===== src/rtl/alu_result_buffer.sv =====
// alu_result_buffer: result/flag capture FIFO placed directly after the ALU.
// It takes ALU results over a valid/ready handshake so writeback can stall
// without stalling the ALU. It also keeps a sticky overflow flag and a
// saturating count of accepted results.
module alu_result_buffer #(
  parameter int DEPTH = 4,
  parameter int PTR_W = 2,
  parameter int CNT_W = 16
) (
  input  logic              clock,
  input  logic              reset,
  input  logic              in_valid,
  output logic              in_ready,
  input  logic [31:0]       in_result,
  input  logic              in_overflow,
  input  logic              in_zero,
  input  logic              in_negative,
  output logic              out_valid,
  input  logic              out_ready,
  output logic [31:0]       out_result,
  output logic              out_overflow,
  output logic              out_zero,
  output logic              out_negative,
  input  logic              clear_sticky,
  output logic              sticky_overflow,
  output logic [CNT_W-1:0]  count,
  output logic [PTR_W:0]    level
);

  localparam logic [PTR_W:0]   LEVEL_FULL = (PTR_W + 1)'(DEPTH);
  localparam logic [PTR_W:0]   LEVEL_ONE  = (PTR_W + 1)'(1);
  localparam logic [PTR_W-1:0] PTR_ONE    = PTR_W'(1);
  localparam logic [CNT_W-1:0] CNT_ONE    = CNT_W'(1);
  localparam logic [CNT_W-1:0] CNT_MAX    = {CNT_W{1'b1}};

  // Each entry is {result[31:0], overflow, zero, negative}.
  logic [34:0]      mem [DEPTH];
  logic [PTR_W-1:0] rd_ptr;
  logic [PTR_W-1:0] wr_ptr;
  logic [34:0]      head;
  logic             push;
  logic             pop;

  // Ready/valid depend only on occupancy, so a full buffer never accepts,
  // even when the consumer pops in the same cycle.
  assign in_ready  = (level != LEVEL_FULL);
  assign out_valid = (level != '0);
  assign push      = in_valid & in_ready;
  assign pop       = out_valid & out_ready;

  // The head entry is masked to zero while the buffer is empty, so the
  // storage itself never needs a reset.
  assign head         = mem[rd_ptr];
  assign out_result   = out_valid ? head[34:3] : 32'h0;
  assign out_overflow = out_valid & head[2];
  assign out_zero     = out_valid & head[1];
  assign out_negative = out_valid & head[0];

  // Entry storage: write the incoming word and its flags at the write pointer.
  always_ff @(posedge clock) begin
    if (push) begin
      mem[wr_ptr] <= {in_result, in_overflow, in_zero, in_negative};
    end
  end

  // Pointers wrap naturally at DEPTH; level tracks occupancy from push/pop.
  always_ff @(posedge clock) begin
    if (reset) begin
      rd_ptr <= '0;
      wr_ptr <= '0;
      level  <= '0;
    end else begin
      if (push) begin
        wr_ptr <= wr_ptr + PTR_ONE;
      end
      if (pop) begin
        rd_ptr <= rd_ptr + PTR_ONE;
      end
      case ({push, pop})
        2'b10:   level <= level + LEVEL_ONE;
        2'b01:   level <= level - LEVEL_ONE;
        default: level <= level;
      endcase
    end
  end

  // Sticky overflow: an accepted overflow sets it and beats a simultaneous clear.
  always_ff @(posedge clock) begin
    if (reset) begin
      sticky_overflow <= 1'b0;
    end else if (push && in_overflow) begin
      sticky_overflow <= 1'b1;
    end else if (clear_sticky) begin
      sticky_overflow <= 1'b0;
    end
  end

  // Accepted-result counter saturates at all-ones instead of wrapping.
  always_ff @(posedge clock) begin
    if (reset) begin
      count <= '0;
    end else if (push && (count != CNT_MAX)) begin
      count <= count + CNT_ONE;
    end
  end

endmodule

===== config.mk =====
export PLATFORM = sky130hd
export DESIGN_NAME = alu_result_buffer
export DESIGN_NICKNAME = d
export VERILOG_FILES = /design/src/rtl/alu_result_buffer.sv
export SDC_FILE = /design/constraint.sdc
export NUM_CORES = 1
export LEC_CHECK = 0
export CAP_MARGIN = 5
export CORE_ASPECT_RATIO = 0.5
export CORE_MARGIN = 1.5
export CORE_UTILIZATION = 54
export DETAILED_ROUTE_END_ITERATION = 12
export GPL_TIMING_DRIVEN = 1
export PLACE_DENSITY = 0.81
export SYNTH_ARGS = -nofsm -noshare
export SYNTH_HDL_FRONTEND = slang
export SYNTH_SLANG_ARGS = --single-unit

===== constraint.sdc =====
create_clock -name clock -period 2.7 [get_ports clock]
set_input_delay 0.81 -clock clock [delete_from_list [all_inputs] [get_ports clock]]
set_output_delay 0.81 -clock clock [all_outputs]
set_load 0.005 [all_outputs]

Word-level counts from Yosys, hierarchy flattened
Memory sizes are Yosys's and may differ from the RTL's. A register that Yosys moved wholly into a read port is not among the register bits.
Index checks and enable logic that the tools add are counted.
- memory bits (writable): 140
- register bits: 24
- bits in read-only memories: 0
- memories: 1
- latch bits: 0
- bits of input ports: 40
- logic and storage cells: 33
- output and inout port bits: 57
- memory list (name ; words ; bits a word ; read ports ; clocked after memory_dff ; wr ports ; RTL line ; RTL):
    mem ; 4 ; 35 ; 1 ; 1 ; 1 ; 37 ; logic [34:0] mem [DEPTH];
- shift-type cells: 0
- reduce and logical (&&, ||, !) cells: 5
- $lt $le $gt $ge: 0
- divide/modulo/power cells: 0
- muxes and demuxes: 8
- add/subtract/negate cells: 5
- bitwise operators: 5
- multiply operators: 0
- eq/ne operators: 4
- operators with widths (operator ; count):
    32-bit two-way mux ; 1
    16-bit by 1-bit adder with 16-bit output (second input constant) ; 1
    16-bit != test (second input constant) ; 1
    3-bit one-hot mux with 2 select lines ; 1
    1-bit AND ; 5
    2-bit by 1-bit adder with 2-bit output (second input constant) ; 2
    1-bit two-way mux ; 4
    2-bit two-way mux ; 2
    2-bit nonzero test ; 2
    3-bit by 1-bit adder with 3-bit output (second input constant) ; 1
    3-bit != test (second input constant) ; 1
    3-bit nonzero test ; 1
    3-bit by 1-bit subtractor with 3-bit output (second input constant) ; 1
    2-bit by 1-bit equality test with 1-bit output (second input constant) ; 1
    2-bit equality test (second input constant) ; 1
    1-bit logical AND ; 2

Logic depth before layout (Yosys ltp)
- word-level depth: 4
- gate-level depth with buffers: 9
- depth with buffers taken out: 9

Least setup slack after synthesis
Ideal clock, no wire load.
- path type: register to register
- from: register level[2]
- to: register level[2]
- stages on the path, launching flop included: 10
- path slack: 0.150 ns
- library setup time: 0.070 ns
- arrival: 2.480 ns
- period minus slack after synthesis: 2.550 ns
- path buffers: 0
- path through: dfxtp_1 nor3b_1 clkinv_1 nand2_1 ha_1 inv_1 fa_1 xor2_1 or3_1 a21oi_1
- longest elaborated chain between the ends: 4
- elaborated cells on any way between the ends: 10
- RTL lines (item ; RTL line ; RTL):
    start: declaration ; 27 ; output logic [PTR_W:0] level
    start signal: assignment ; 80 ; 2'b10: level <= level + LEVEL_ONE;
    start signal: assignment ; 81 ; 2'b01: level <= level - LEVEL_ONE;
    start signal: assignment ; 82 ; default: level <= level;
    3-bit != test (*) ; 46 ; assign in_ready = (level != LEVEL_FULL);
    named net in_ready ; 13 ; output logic in_ready,
    1-bit AND (*) ; 48 ; assign push = in_valid & in_ready;
    2-bit by 1-bit equality test with 1-bit output / 2-bit equality test (equally long branches) ; 79 ; case ({push, pop})
    3-bit one-hot mux with 2 select lines / 2-bit nonzero test (equally long branches) ; -- ;
Mark *: on every way through the listed nets, which the timed path passes. The rest lies on a longest branch.
A chain may end at the register's enable or synchronous reset.

==> run_results.csv <==
group,metric,value,unit
status,status,"complete, but fails checks",
status,violations,"setup timing",
sta,max_freq,0.366,GHz
sta,setup_violations,9,
pwr,combPwrFrac,34.9,%
sta,layout_min_cycle_time,2.73,ns
clock_network,clockBufferDepth,2,
finish,nets,562,
detailed_routing,vias,3843,
setup_path,crit_required,1.89,ns
synth,synth_nets,423,
finish,n_antenna_cell,0,
pwr,p_leak,3.02,nW
die,start_util,55.6,%
global_routing,antenna_found_initial,0,
synth,syn_inst,376,
run,maxCapViolations,0,
synth,synthMuxAreaShare,12.6,%
placement,dp_slack,-0.120,ns
die,die_h,81.1,um
die,die_x,159,um
global_routing,grt_usage,21.7,%
pwr,power,8.49,mW
synth,synth-compound-area-share,2.66,%
sta,clock_skew,0.00753,ns
detailed_routing,wirelength,13300,um
synth,synth-simple-area-share,8.91,%
setup_path,end_kind,"output pin",
detailed_routing,m1WireLength,5660,um
clock_network,hold_buffers,0,
synth,syn_area,6580,sq um
die,dieArea,12900,sq um
sta,rsz0062_at_grt,"yes",
detailed_routing,ant_nets,0,
global_routing,grt_overflow,0,
clock_network,insertion_delay,0.41,ns
global_routing,grt_max_degree,36,
clock_network,clock-sinks,166,
detailed_routing,wl_met3,781,um
placement,gp_congestion,0.837,
synth,ys_types,37,
placement,hpwl,7560,um
finish,final_cell_mix,"edfxtp_1, clkdlybuf4s50_1, mux4_2, buf_6, dfxtp_1",
die,core-area,11800,sq um
pwr,pwr-share-clk,27.6,%
detailed_routing,first_iter_violations,191,
detailed_routing,dr_wl_met2,6640,um
sta,hold_viol_final,0,
finish,mostFrequentLayoutCell,"edfxtp_1",
setup_path,reg2reg_depth,9,
pwr,p_switching,2.24,mW
pwr,seq_power_share,37.5,%
sta,max-slew-margin-rel,54.4,%
setup_path,worstSetupPathType,"register to output pin",
synth,synth_area_per_cell,17.5,sq um
min_path,hp-class,"register to register",
setup_path,crit_fanout,4,
synth,synth_top_family_by_area,"multiplexers",
clock_network,numCtsBuffers,17,
detailed_routing,via_per_inst,5.55,
global_routing,grt_pass1_vias,3821,
sta,finalMaxSlewViolations,0,
clock_network,htreeDepth,4,
pwr,power.density,960,nW/um^2
clock_network,cts_root_buf,"clkbuf_16",
global_routing,grt_pass1_wl,20500,um
detailed_routing,top_layer,"met4",
synth,yosysWarnings,0,
setup_path,worst_setup_path_start_kind,"register",
pwr,peakVddDrop,0.531,mV
sta,finalCritPeriodShare,101,%
detailed_routing,dr.pass1.iters,4,
synth,ys_ff_latch,166,
detailed_routing,route.detailed.drc,0,
die,io-pin-count,97,
finish,drive_gt1_share,34.5,%
detailed_routing,wl_per_cell,19.1,um
finish,synthToLayoutAreaGrowth,34.3,%
clock_network,cts_tree,"built",
synth,yosysSeqAreaShare,71.8,%
synth,synth_xor_area_share,0.665,%
die,rows,28,
synth,synthAdderAreaFrac,1.44,%
pwr,p_int,6.25,mW
sta,tightest_slew,0.679,ns
min_path,hold_path_depth,2,
pwr,swShare,26.4,%
placement,numPortBuffers,96,
sta,fin_ws,-0.0294,ns
clock_network,cts.clk_slew.worst_paths,0.06,ns
setup_path,cp_data_arrival_time,1.92,ns
[path summary, 6_finish.rpt]
path / to / start / slack [ns]
worst max register to register: level[2]$_SDFFE_PP0P_ / level[0]$_SDFFE_PP0P_ / 0.40
worst max-delay path: out_result[15] / register / -0.03
worst min register to register: sticky_overflow$_SDFFE_PP0P_ / sticky_overflow$_SDFFE_PP0P_ / 0.50
worst min-delay path: sticky_overflow$_SDFFE_PP0P_ / sticky_overflow$_SDFFE_PP0P_ / 0.50
[through the flow]
stage / hold slack (ns) / cells / util, % / cell area, sq um / TNS [ns]
after floorplan: 0.469 / 376 / - / 6580 / 0
after global placement: 0.482 / 640 / 67.0 / 7930 / -0.149
after detailed placement: 0.484 / 640 / 67.0 / 7930 / -0.239
after CTS: 0.494 / 694 / 74.8 / 8850 / -0.673
after global routing: 0.514 / 693 / 74.6 / 8840 / -0.910
final: 0.498 / 693 / 74.6 / 8840 / -0.139
[worst max-delay path, stage by stage (launching register included)]
cell	delay (ns)
dfxtp_4	0.38
buf_6	0.15
buf_16	0.13
buf_12	0.10
mux4_2	0.48
and2_4	0.18
buf_6	0.11
[cell type report]
class                           count  area, sq um
Fill cell                         716         3000
Sequential cell                   166         4730
Tap cell                          165          206
Inverter                           11         42.5
Clock inverter                     14          153
Clock buffer                       18          429
Timing Repair Buffer              139         1460
Multi-Input combinational cell    180         1810
[Yosys cell counts, drive strengths merged]
cell type | instances | area share, %
edfxtp | 140 | 64
and2 | 36 | 3.4
mux4 | 35 | 12
dfxtp | 26 | 7.9
nor2 | 15 | 0.86
a21oi | 14 | 1.1
clkbuf | 13 | 0.74
inv | 10 | 0.57
nand3 | 7 | 0.53
or4 | 7 | 0.80
buf | 6 | 0.53
ha | 6 | 1.1
nand4 | 6 | 0.57
o21ai | 6 | 0.46
or3 | 6 | 0.57
o31ai | 5 | 0.57
and3 | 4 | 0.38
nand2 | 4 | 0.23
nor3 | 4 | 0.30
mux2 | 3 | 0.51
nor3b | 3 | 0.34
xor2 | 3 | 0.40
and4 | 2 | 0.27
nor2b | 2 | 0.19
nor4 | 2 | 0.19
nor4b | 2 | 0.27
xnor2 | 2 | 0.27
a32oi | 1 | 0.13
clkinv | 1 | 0.057
fa | 1 | 0.30
mux2i | 1 | 0.15
o2111a | 1 | 0.17
o21a | 1 | 0.11
o21ba | 1 | 0.15
[routing by layer]
layer  global-route usage, %  vias up
met1                    28.7     1932
met3                    5.01       15
met5                       0        -
li1                        -     1761
met4                    8.68        0
met2                    35.9      135
[flip-flops by register name, summed over array words and instances, names as in the netlist, named ones only]
name	flops
mem	140
rd_ptr	2
sticky_overflow	1
count	16
level	3
wr_ptr	2
[timing repair]
| action | in CTS | in global routing |
|---|---|---|
| gates resized for setup | 181 | 16 |
| cloned | 5 | 0 |
| pin swaps | 16 | 1 |
| buffers inserted | 18 | 1 |
| setup endpoints to repair | 37 | 28 |
[kinds of logic (layout without fill, tap and decap cells)]
kind of cell             count (synthesis)  after routing
AO/OA/AOI/OAI                           29             29
buffers and inverters                   30            182
multiplexers                            39             39
AND/OR/NAND/NOR                        100            100
flip-flops                             166            166
adder cells (fa/ha/maj)                  7              7
XOR/XNOR                                 5              5
[power by group through the flow]
stage,combinational [mW],clock (mW),sequential [mW]
after floorplan,1.17,0,3.18
after global placement,2.33,0,3.20
after detailed placement,2.39,0,3.21
after CTS,2.98,2.38,3.17
after global routing,3.16,2.49,3.21
final,2.96,2.34,3.19
(Power assumes the default switching activity.)
